===== src/rtl/const_bits_monitor.sv =====
// Sink-side checker for a constant bus: registers the observed value every cycle and,
// once a settle window has elapsed, flags, counts and captures mismatches against VALUE.
module const_bits_monitor #(
    parameter int               WIDTH     = 1,
    parameter logic [WIDTH-1:0] VALUE     = WIDTH'(1'b1),
    parameter int               SETTLE    = 2,
    parameter int               CNT_WIDTH = 8
) (
    input  logic                 CLK,
    input  logic                 ASYNCRESETN,
    input  logic [WIDTH-1:0]     I,
    input  logic                 CE,
    input  logic                 CLR,
    output logic                 ARMED,
    output logic                 ERR,
    output logic [CNT_WIDTH-1:0] ERR_COUNT,
    output logic [WIDTH-1:0]     FIRST_BAD
);

    localparam logic [1:0] ST_SETTLE = 2'd0;
    localparam logic [1:0] ST_ARMED  = 2'd1;
    localparam logic [1:0] ST_FAULT  = 2'd2;

    // Timer only has to reach SETTLE-1; keep at least one bit so SETTLE of 0 or 1 still elaborates.
    localparam int                   TW          = (SETTLE > 32'sd1) ? $clog2(SETTLE) : 32'sd1;
    localparam logic [TW-1:0]        SETTLE_LAST = TW'((SETTLE > 32'sd0) ? (SETTLE - 32'sd1) : 32'sd0);
    localparam logic [TW-1:0]        TIMER_ONE   = TW'(1'b1);
    localparam logic [TW-1:0]        TIMER_ZERO  = TW'(1'b0);
    localparam bit                   SETTLE_ZERO = (SETTLE == 32'sd0);
    localparam logic [CNT_WIDTH-1:0] CNT_MAX     = {CNT_WIDTH{1'b1}};
    localparam logic [CNT_WIDTH-1:0] CNT_ONE     = CNT_WIDTH'(1'b1);
    localparam logic [CNT_WIDTH-1:0] CNT_ZERO    = CNT_WIDTH'(1'b0);
    localparam logic [WIDTH-1:0]     BUS_ZERO    = WIDTH'(1'b0);

    function automatic logic bus_mismatch(input logic [WIDTH-1:0] smp);
        return (smp != VALUE);
    endfunction

    logic [1:0]           state_r,     state_nxt_s;
    logic [TW-1:0]        timer_r,     timer_nxt_s;
    logic [WIDTH-1:0]     sample_r;
    logic                 err_r,       err_nxt_s;
    logic [CNT_WIDTH-1:0] err_count_r, err_count_nxt_s;
    logic [WIDTH-1:0]     first_bad_r, first_bad_nxt_s;
    logic                 armed_r,     armed_nxt_s;
    logic                 mismatch_s;

    assign mismatch_s = bus_mismatch(sample_r);

    // Next-state logic: CLR beats CE, CE=0 freezes everything except the input sample.
    always_comb begin
        state_nxt_s     = state_r;
        timer_nxt_s     = timer_r;
        err_nxt_s       = err_r;
        err_count_nxt_s = err_count_r;
        first_bad_nxt_s = first_bad_r;
        if (CLR) begin
            state_nxt_s     = ST_SETTLE;
            timer_nxt_s     = TIMER_ZERO;
            err_nxt_s       = 1'b0;
            err_count_nxt_s = CNT_ZERO;
            first_bad_nxt_s = BUS_ZERO;
        end else if (CE) begin
            case (state_r)
                ST_SETTLE: begin
                    if (SETTLE_ZERO || (timer_r == SETTLE_LAST)) begin
                        state_nxt_s = ST_ARMED;
                        timer_nxt_s = TIMER_ZERO;
                    end else begin
                        timer_nxt_s = timer_r + TIMER_ONE;
                    end
                end
                ST_ARMED: begin
                    if (mismatch_s) begin
                        state_nxt_s     = ST_FAULT;
                        err_nxt_s       = 1'b1;
                        err_count_nxt_s = CNT_ONE;
                        first_bad_nxt_s = sample_r;
                    end else begin
                        state_nxt_s = ST_ARMED;
                    end
                end
                ST_FAULT: begin
                    if (mismatch_s && (err_count_r != CNT_MAX)) begin
                        err_count_nxt_s = err_count_r + CNT_ONE;
                    end else begin
                        err_count_nxt_s = err_count_r;
                    end
                end
                default: begin
                    // Unreachable encoding: fall back to a fresh settle window.
                    state_nxt_s = ST_SETTLE;
                    timer_nxt_s = TIMER_ZERO;
                end
            endcase
        end else begin
            state_nxt_s = state_r;
        end
        armed_nxt_s = (state_nxt_s != ST_SETTLE);
    end

    // State, input sample and result registers.
    always_ff @(posedge CLK or negedge ASYNCRESETN) begin
        if (!ASYNCRESETN) begin
            state_r     <= ST_SETTLE;
            timer_r     <= TIMER_ZERO;
            sample_r    <= BUS_ZERO;
            err_r       <= 1'b0;
            err_count_r <= CNT_ZERO;
            first_bad_r <= BUS_ZERO;
            armed_r     <= 1'b0;
        end else begin
            state_r     <= state_nxt_s;
            timer_r     <= timer_nxt_s;
            sample_r    <= I;
            err_r       <= err_nxt_s;
            err_count_r <= err_count_nxt_s;
            first_bad_r <= first_bad_nxt_s;
            armed_r     <= armed_nxt_s;
        end
    end

    assign ARMED     = armed_r;
    assign ERR       = err_r;
    assign ERR_COUNT = err_count_r;
    assign FIRST_BAD = first_bad_r;

endmodule


===== config.mk =====
export PLATFORM = sky130hd
export DESIGN_NAME = const_bits_monitor
export DESIGN_NICKNAME = d
export VERILOG_FILES = /design/src/rtl/const_bits_monitor.sv
export SDC_FILE = /design/constraint.sdc
export NUM_CORES = 1
export LEC_CHECK = 0
export CORE_MARGIN = 3
export CORE_UTILIZATION = 40
export DETAILED_ROUTE_END_ITERATION = 8
export GPL_TIMING_DRIVEN = 1
export SLEW_MARGIN = 10
export SYNTH_ARGS = -nofsm -noshare
export SYNTH_HDL_FRONTEND = slang
export SYNTH_SLANG_ARGS = --single-unit

===== constraint.sdc =====
create_clock -name CLK -period 2.1 [get_ports CLK]
set_input_delay 0.42 -clock CLK [delete_from_list [all_inputs] [get_ports CLK]]
set_output_delay 0.42 -clock CLK [all_outputs]
set_load 0.05 [all_outputs]

==> reports/qor.txt <==
Critical path type = flip-flop to output pin
Launch point of the worst reg-to-reg path = state_r[0]
Gr usage total = 15.6%
Switching part of the total = 29.3%
Top cell type's share of synthesized area = 41.5%
Fin crit period = 2.03 ns
Post-synth EDFFs = 0
Clock power frac = 31.8%
Met2 wire len = 747 µm
First-pass GRT wire length = 3080 µm
Post-Place Cells = 126
Ys flop type = dfrtp_1
Final hold violations = 0
Fin cells = 130
IO Pins = 16
Setup TNS = 0 ns
Crit Reg-Reg Endpoint = ERR_COUNT[4]
Peak supply drop = 0.000414 V
Drt first pass iters = 4
Max-cap violation count = 0
Antenna Nets Post-Route = 0
Yosys warns = 0
Register area share after synthesis = 41.5%
Critical-path cell list = clkdlybuf4s50_1
Max-slew violations = 0
Vias = 697
Port Buffers = 14
Sw power = 186 µW
WL/cell = 13.7 µm
Max FO, Critical Path = 6
GP Congestion = 0.771
Antenna diode count = 0
CP top delay family = buffers and inverters
Vias in the first global route = 653
F_max = 493 MHz
Worst clock skew = 0.00395 ns
Post-synth ARST share = 100%
Core Area = 0.00186 mm²
Syn_nets = 97
Total leakage power = 0.000435 µW
Period utilization = 96.5%
DIE HEIGHT = 52.0 µm
Full die area = 0.00270 mm²
WHS = 0.515 ns
Layout cells sized above 1 = 12.4%
Worst Tran Pin Value = 0.622 ns
Synth-to-Final Area Change = 24.9%
Root Driver = clkbuf_4
Max Root-Sink Buffers = 2
Register bit count reported by yosys = 14
Setup Viol. Count Final = 0
Syn Area/Cell = 9.71 µm²
Synthesized instance count = 87
HP Class = primary input to asynchronous set/reset pin
First-iteration detailed-routing DRC count = 10
Clk sinks = 14
CP Launch Type = flip-flop
Skew-Pair Late Insertion Delay = 0.28 ns
Rel. slew slack = 58.4%
# nets final = 116
Die W = 52.0 µm
DP Wirelength = 1300 µm
Worst path arrival time = 1.61 ns
Grt total ovfl = 0
Row count = 15
Seq pwr share = 47.1%
Routed WL = 1790 µm
Crit end category = output pin
WP data required = 1.68 ns
DP Worst Slack = 0.159 ns
Synth area leaders = dfrtp_1, ha_1, a21oi_1
Slowest CP cell = clkdlybuf4s50_1
Post-synth cell types = 33
H-tree depth reported by CTS = 1
Worst-path clk slew = 0.09 ns
DRC Markers = 0
Power per cell area = 601 mW/mm²
Post-CTS setup buffers = 0
CTS tree = built
Largest net degree at the start of global routing = 15
Comb power frac = 21.1%
Post-route setup slack = 0.0732 ns
RSZ-0062 raised after global routing = false
Area of the mapped netlist = 845 µm²
Pint = 448 µW
Pwr Total = 633 µW
Vias per cell = 5.36
Slowest stage delay, CP = 0.85 ns
Initial core utilization = 45.5%
Area leader, netlist = dfrtp_1
CP Buf/Inv Count = 1
Total CTS buffers = 3
Flop2flop setup slack = 0.31 ns
Top layer in use = met4
WL met1 = 925 µm
Initial antenna violation count = 0
Outcome = finished clean
Worst Reg-to-Reg Cells = 7
Routed wl met3 = 84 µm
## cells in the mapped netlist, types with 2 or more instances
cell	count
dfrtp_1	14
a21oi_1	10
inv_1	7
ha_1	5
o21ai_0	5
a31oi_1	4
nand2_1	4
nand3_1	4
buf_4	3
nor2b_1	3
nand4_1	2
nand4bb_1	2
nor2_1	2
nor3_1	2
o211ai_1	2
## sequential cells by signal, summed over array words and instances, names as in the netlist
register and count:
ARMED 1, state_r 2, timer_r 1, ERR 1, sample_r 1, ERR_COUNT 8
## kinds of logic after synthesis
group	share of synthesized area (%)
multiplexers	2.96
buffers and inverters	5.78
AND/OR/NAND/NOR	21.9
adder cells (fa/ha/maj)	7.41
other	0.444
flip-flops	41.5
AO/OA/AOI/OAI	20.0
## layout make-up
class / count / area [µm²]
fillers: 171 / 803
multi-input cells: 63 / 445
flip-flops and latches: 14 / 350
repair buffers: 17 / 165
clock buffers: 4 / 36.3
well taps: 25 / 31.3
inverters: 7 / 26.3
## per-stage QoR
step / utilization [%] / instance area [µm²]
2_1_floorplan: - / 845
3_3_place_gp: 54.7 / 1020
3_5_place_dp: 54.7 / 1020
4_1_cts: 56.6 / 1050
5_1_grt: 56.8 / 1050
6_report: 56.8 / 1050
## cell usage in the layout (no fill, tap or decap), types with 2 or more instances in the layout
| cell | Yosys | routed |
|---|---|---|
| buf_4 | 3 | 3 |
| inv_1 | 7 | 7 |
| nand2_1 | 4 | 4 |
| ha_1 | 5 | 5 |
| dfrtp_1 | 14 | 14 |
| nor2b_1 | 3 | 3 |
| nor3_1 | 2 | 2 |
| nand4_1 | 2 | 2 |
| nand3_1 | 4 | 4 |
| clkdlybuf4s50_1 | 0 | 13 |
| o211ai_1 | 2 | 2 |
| a21oi_1 | 10 | 10 |
| nor2_1 | 2 | 2 |
| nand4bb_1 | 2 | 2 |
| a31oi_1 | 4 | 4 |
| clkbuf_4 | 0 | 3 |
| o21ai_0 | 5 | 5 |
## worst max path at each step
stage	end	from	cells after the start
after floorplan	ERR_COUNT[0]	ERR_COUNT[3]	5
after CTS	ERR_COUNT[0]	ERR_COUNT[0]	1
after global placement	ERR_COUNT[2]	CLR	5
final	ERR_COUNT[1]	ERR_COUNT[1]	1
after global routing	ERR_COUNT[6]	ERR_COUNT[6]	1
after detailed placement	ERR_COUNT[4]	CE	6
## timing repair
action | CTS | global route
hold buffers | 0 | 0
resized for setup | 0 | 1
setup endpoints to repair | 0 | 1
## layer usage
metal  vias up  global-route usage (%)
li1        351                       -
met1       322                    22.7
met2        20                    21.5
met3         4                    3.72
met4         0                    6.55
met5         -                       0
## power by group through the flow
stage / sequential (µW) / clock [µW] / combinational, µW
detailed placement: 304 / 0 / 134
global route: 300 / 220 / 144
global placement: 303 / 0 / 133
floorplan: 324 / 0 / 67.0
finish: 299 / 201 / 133
CTS: 298 / 208 / 135
No activity file was read; power rests on OpenSTA's default activity.
==> variant (same flow settings) <==
Reset style: synchronous (`ASYNCRESETN`), changed in one clocked block.
--- a/src/rtl/const_bits_monitor.sv
+++ b/src/rtl/const_bits_monitor.sv
@@ -100,7 +100,7 @@
     end
 
     // State, input sample and result registers.
-    always_ff @(posedge CLK or negedge ASYNCRESETN) begin
+    always_ff @(posedge CLK) begin
         if (!ASYNCRESETN) begin
             state_r     <= ST_SETTLE;
             timer_r     <= TIMER_ZERO;
Check against the original RTL: differs if ASYNCRESETN is asserted again (counterexample within 4 cycles, from zero or initial values and one cycle with ASYNCRESETN low); with ASYNCRESETN held inactive, the same outputs for 10 cycles.
==> variant against the original RTL <==
- synthesized area shrank 8.3%
- worst setup slack gained 0.036 ns
- sequential cell count is the same
- final area shrank 7.0%
- final cell count grew 4.6%
- non-clock buffer count shrank 1
- routed wire length shrank 7.8%
- critical endpoint is now ERR_COUNT[3]
Power is not compared: it rests on default switching activity, and its combinational part moved more than twofold at a synthesized area within 25%.
==> variant: results (changes against the original RTL) <==
- Sorting the synthesized cells by area gives the leading types as sky130_fd_sc_hd__dfxtp_1 36%, sky130_fd_sc_hd__ha_1 8.1%, sky130_fd_sc_hd__a21oi_1 5.2%, sky130_fd_sc_hd__o21ai_0 4.5%, sky130_fd_sc_hd__nand3_1 3.9%.
* Antenna violations before repair: 0 (unchanged)
- The top achievable clock speed is 0.502 GHz (+1.8%).
- Number of warnings issued by yosys: 0 (unchanged)
- The flip-flop count of the largest register after layout was 8 (unchanged).
- Worst EP arrival: 1.57 ns (-0.04 ns)
- The portion of the post-synthesis area used by sequential elements came to 36.2% (-5.3 points).
- After synthesis, the most frequently instantiated cells are 14 x sky130_fd_sc_hd__dfxtp_1, 8 x sky130_fd_sc_hd__a21oi_1, 7 x sky130_fd_sc_hd__o21ai_0.
- First-pass iteration count of the detailed router: 4 (unchanged)
- Headroom to the max-slew limit: 66.6% (+8.2 points)
- Clock buffers created by TritonCTS: 3 (unchanged)
- The distinct cell type count after synthesis was 35 (+6.1%).
* VDD IR-drop max: 0.255 mV
- The ratio of cells with drive above 1 in the final layout is 9.01% (-3.4 points).
- The met3 layer usage reported by global route was 3.93% (+0.20 points).
- The share of async-settable or async-resettable flops after synthesis was 0% (-100 points).
* Dpl hpwl: 1270 µm (-2.1%)
- The total setup buffers inserted after CTS was 0 (unchanged).
- Filler cell count: 185 (+8.2%)
* Hold Slack: 0.483 ns (-0.0325 ns)
- The post-place setup slack is 0.140 ns (-0.0191 ns).
- The setup slack of the worst register-to-register path is 0.52 ns (+0.21 ns).
- Min-delay worst type: flop to flop
- The run finished with clean final reports.
- The setup clock skew after layout came to 0.00200 ns (-0.00195 ns).
- M1 GR Usage: 21.7% (-1.1 points)
- The largest incremental delay on the critical path came to 0.85 ns (about the same).
* Avg WL per Cell: 12.1 µm (-12%)
- The number of nets in the layout is 122 (+5.2%).
* Clk buf depth: 2 (unchanged)
* Clock H-tree levels: 1 (unchanged)
- Clock tree synthesis selected as its root buffer the cell sky130_fd_sc_hd__clkbuf_4.
- The total nets after synthesis came to 104 (+7.2%).
- Largest net degree at the start of global routing: 10 (-5)
* Cell with the biggest individual delay on the critical path: sky130_fd_sc_hd__clkdlybuf4s50_1
- Clk Latency, worst-skew pair: about 0.27 ns
- Number of port buffers: 14 (unchanged)
- Maximum fanout count along the critical path: 7 (+1)
- The routability-driven placement congestion ratio came to 0.816 (+5.9%).
- The aggregate global-route resource usage came to 15.3% (-0.27 points).
- Clock-pin slew was measured on the worst setup and hold paths at approximately 0.080 ns.
- First-pass GRT wire length: 3040 µm (-1.3%)
- The number of DRC markers in iteration 0 came to 17 (+7).
- Fraction of met2 tracks used by global routing: 22.4% (+0.84 points)
- The via count of the first global-routing pass came to 673 (+3.1%).
- Total via count in the routed design: 710 (+1.9%)
- The number of cells upsized or downsized after cts was 0 (unchanged).
## variant: cell count changes after synthesis, moves of 2 or more
cell,before,now
sky130_fd_sc_hd__nor2b_1,3,1
sky130_fd_sc_hd__dfxtp_1,0,14
sky130_fd_sc_hd__dfrtp_1,14,0
sky130_fd_sc_hd__nand3_1,4,6
sky130_fd_sc_hd__o211ai_1,2,0
sky130_fd_sc_hd__nor3_1,2,5
sky130_fd_sc_hd__nor2_1,2,5
sky130_fd_sc_hd__and2_1,0,2
sky130_fd_sc_hd__buf_4,3,1
sky130_fd_sc_hd__a21oi_1,10,8
sky130_fd_sc_hd__o21ai_0,5,7
## variant: layer usage
layer | part of all wire (%) | wire (µm) | vias to the layer above
met5 | 0 | 0 | -
met4 | 0.61 | 10 | 0
met3 | 4.4 | 72 | 2
met2 | 42 | 683 | 13
met1 | 53 | 879 | 319
li1 | - | - | 376
## variant: cells by family after synthesis
kind of cell,Yosys count,share of synthesized area (%)
adders and majority gates,5,8.08
DFF,14,36.2
AOI/OAI and AO/OA,26,21.3
other,1,0.484
buffers and inverters,9,5.01
and+or+nand+nor,39,28.9
## variant: path summary, 6_finish.rpt
| path | start | endpoint | depth (start not counted) |
|---|---|---|---|
| worst max-delay path | ERR_COUNT[3]$_SDFFE_PP0P_ | ERR_COUNT[3] | 1 |
| worst min register to register | ERR$_SDFFE_PP0P_ | ERR$_SDFFE_PP0P_ | 2 |
| worst max register to register | state_r[0]$_SDFF_PN0_ | ERR_COUNT[6]$_SDFFE_PP0P_ | 6 |
| worst min-delay path | ERR$_SDFFE_PP0P_ | ERR$_SDFFE_PP0P_ | 2 |
## variant: final cells by class
type	count	share of cell area, %
Multi-Input combinational cell	71	46.4
Sequential cell	14	28.6
Timing Repair Buffer	16	15.8
Clock buffer	4	3.70
Tap cell	25	3.19
Inverter	6	2.30
## variant: per-stage QoR
step | cells | total power, W | instance area (µm²)
after CTS | 136 | 0.000505 | 981
after global routing | 136 | 0.000525 | 981
after detailed placement | 132 | 0.000316 | 945
after floorplan | 94 | 0.000302 | 774
final | 136 | 0.000497 | 981
after global placement | 132 | 0.000316 | 945
## variant: report_power, final
part / internal, W / switching, W
clock: 0.000105 / 0.0000814
combinational: 0.0000181 / 0.0000213
sequential: 0.000268 / 0.00000242
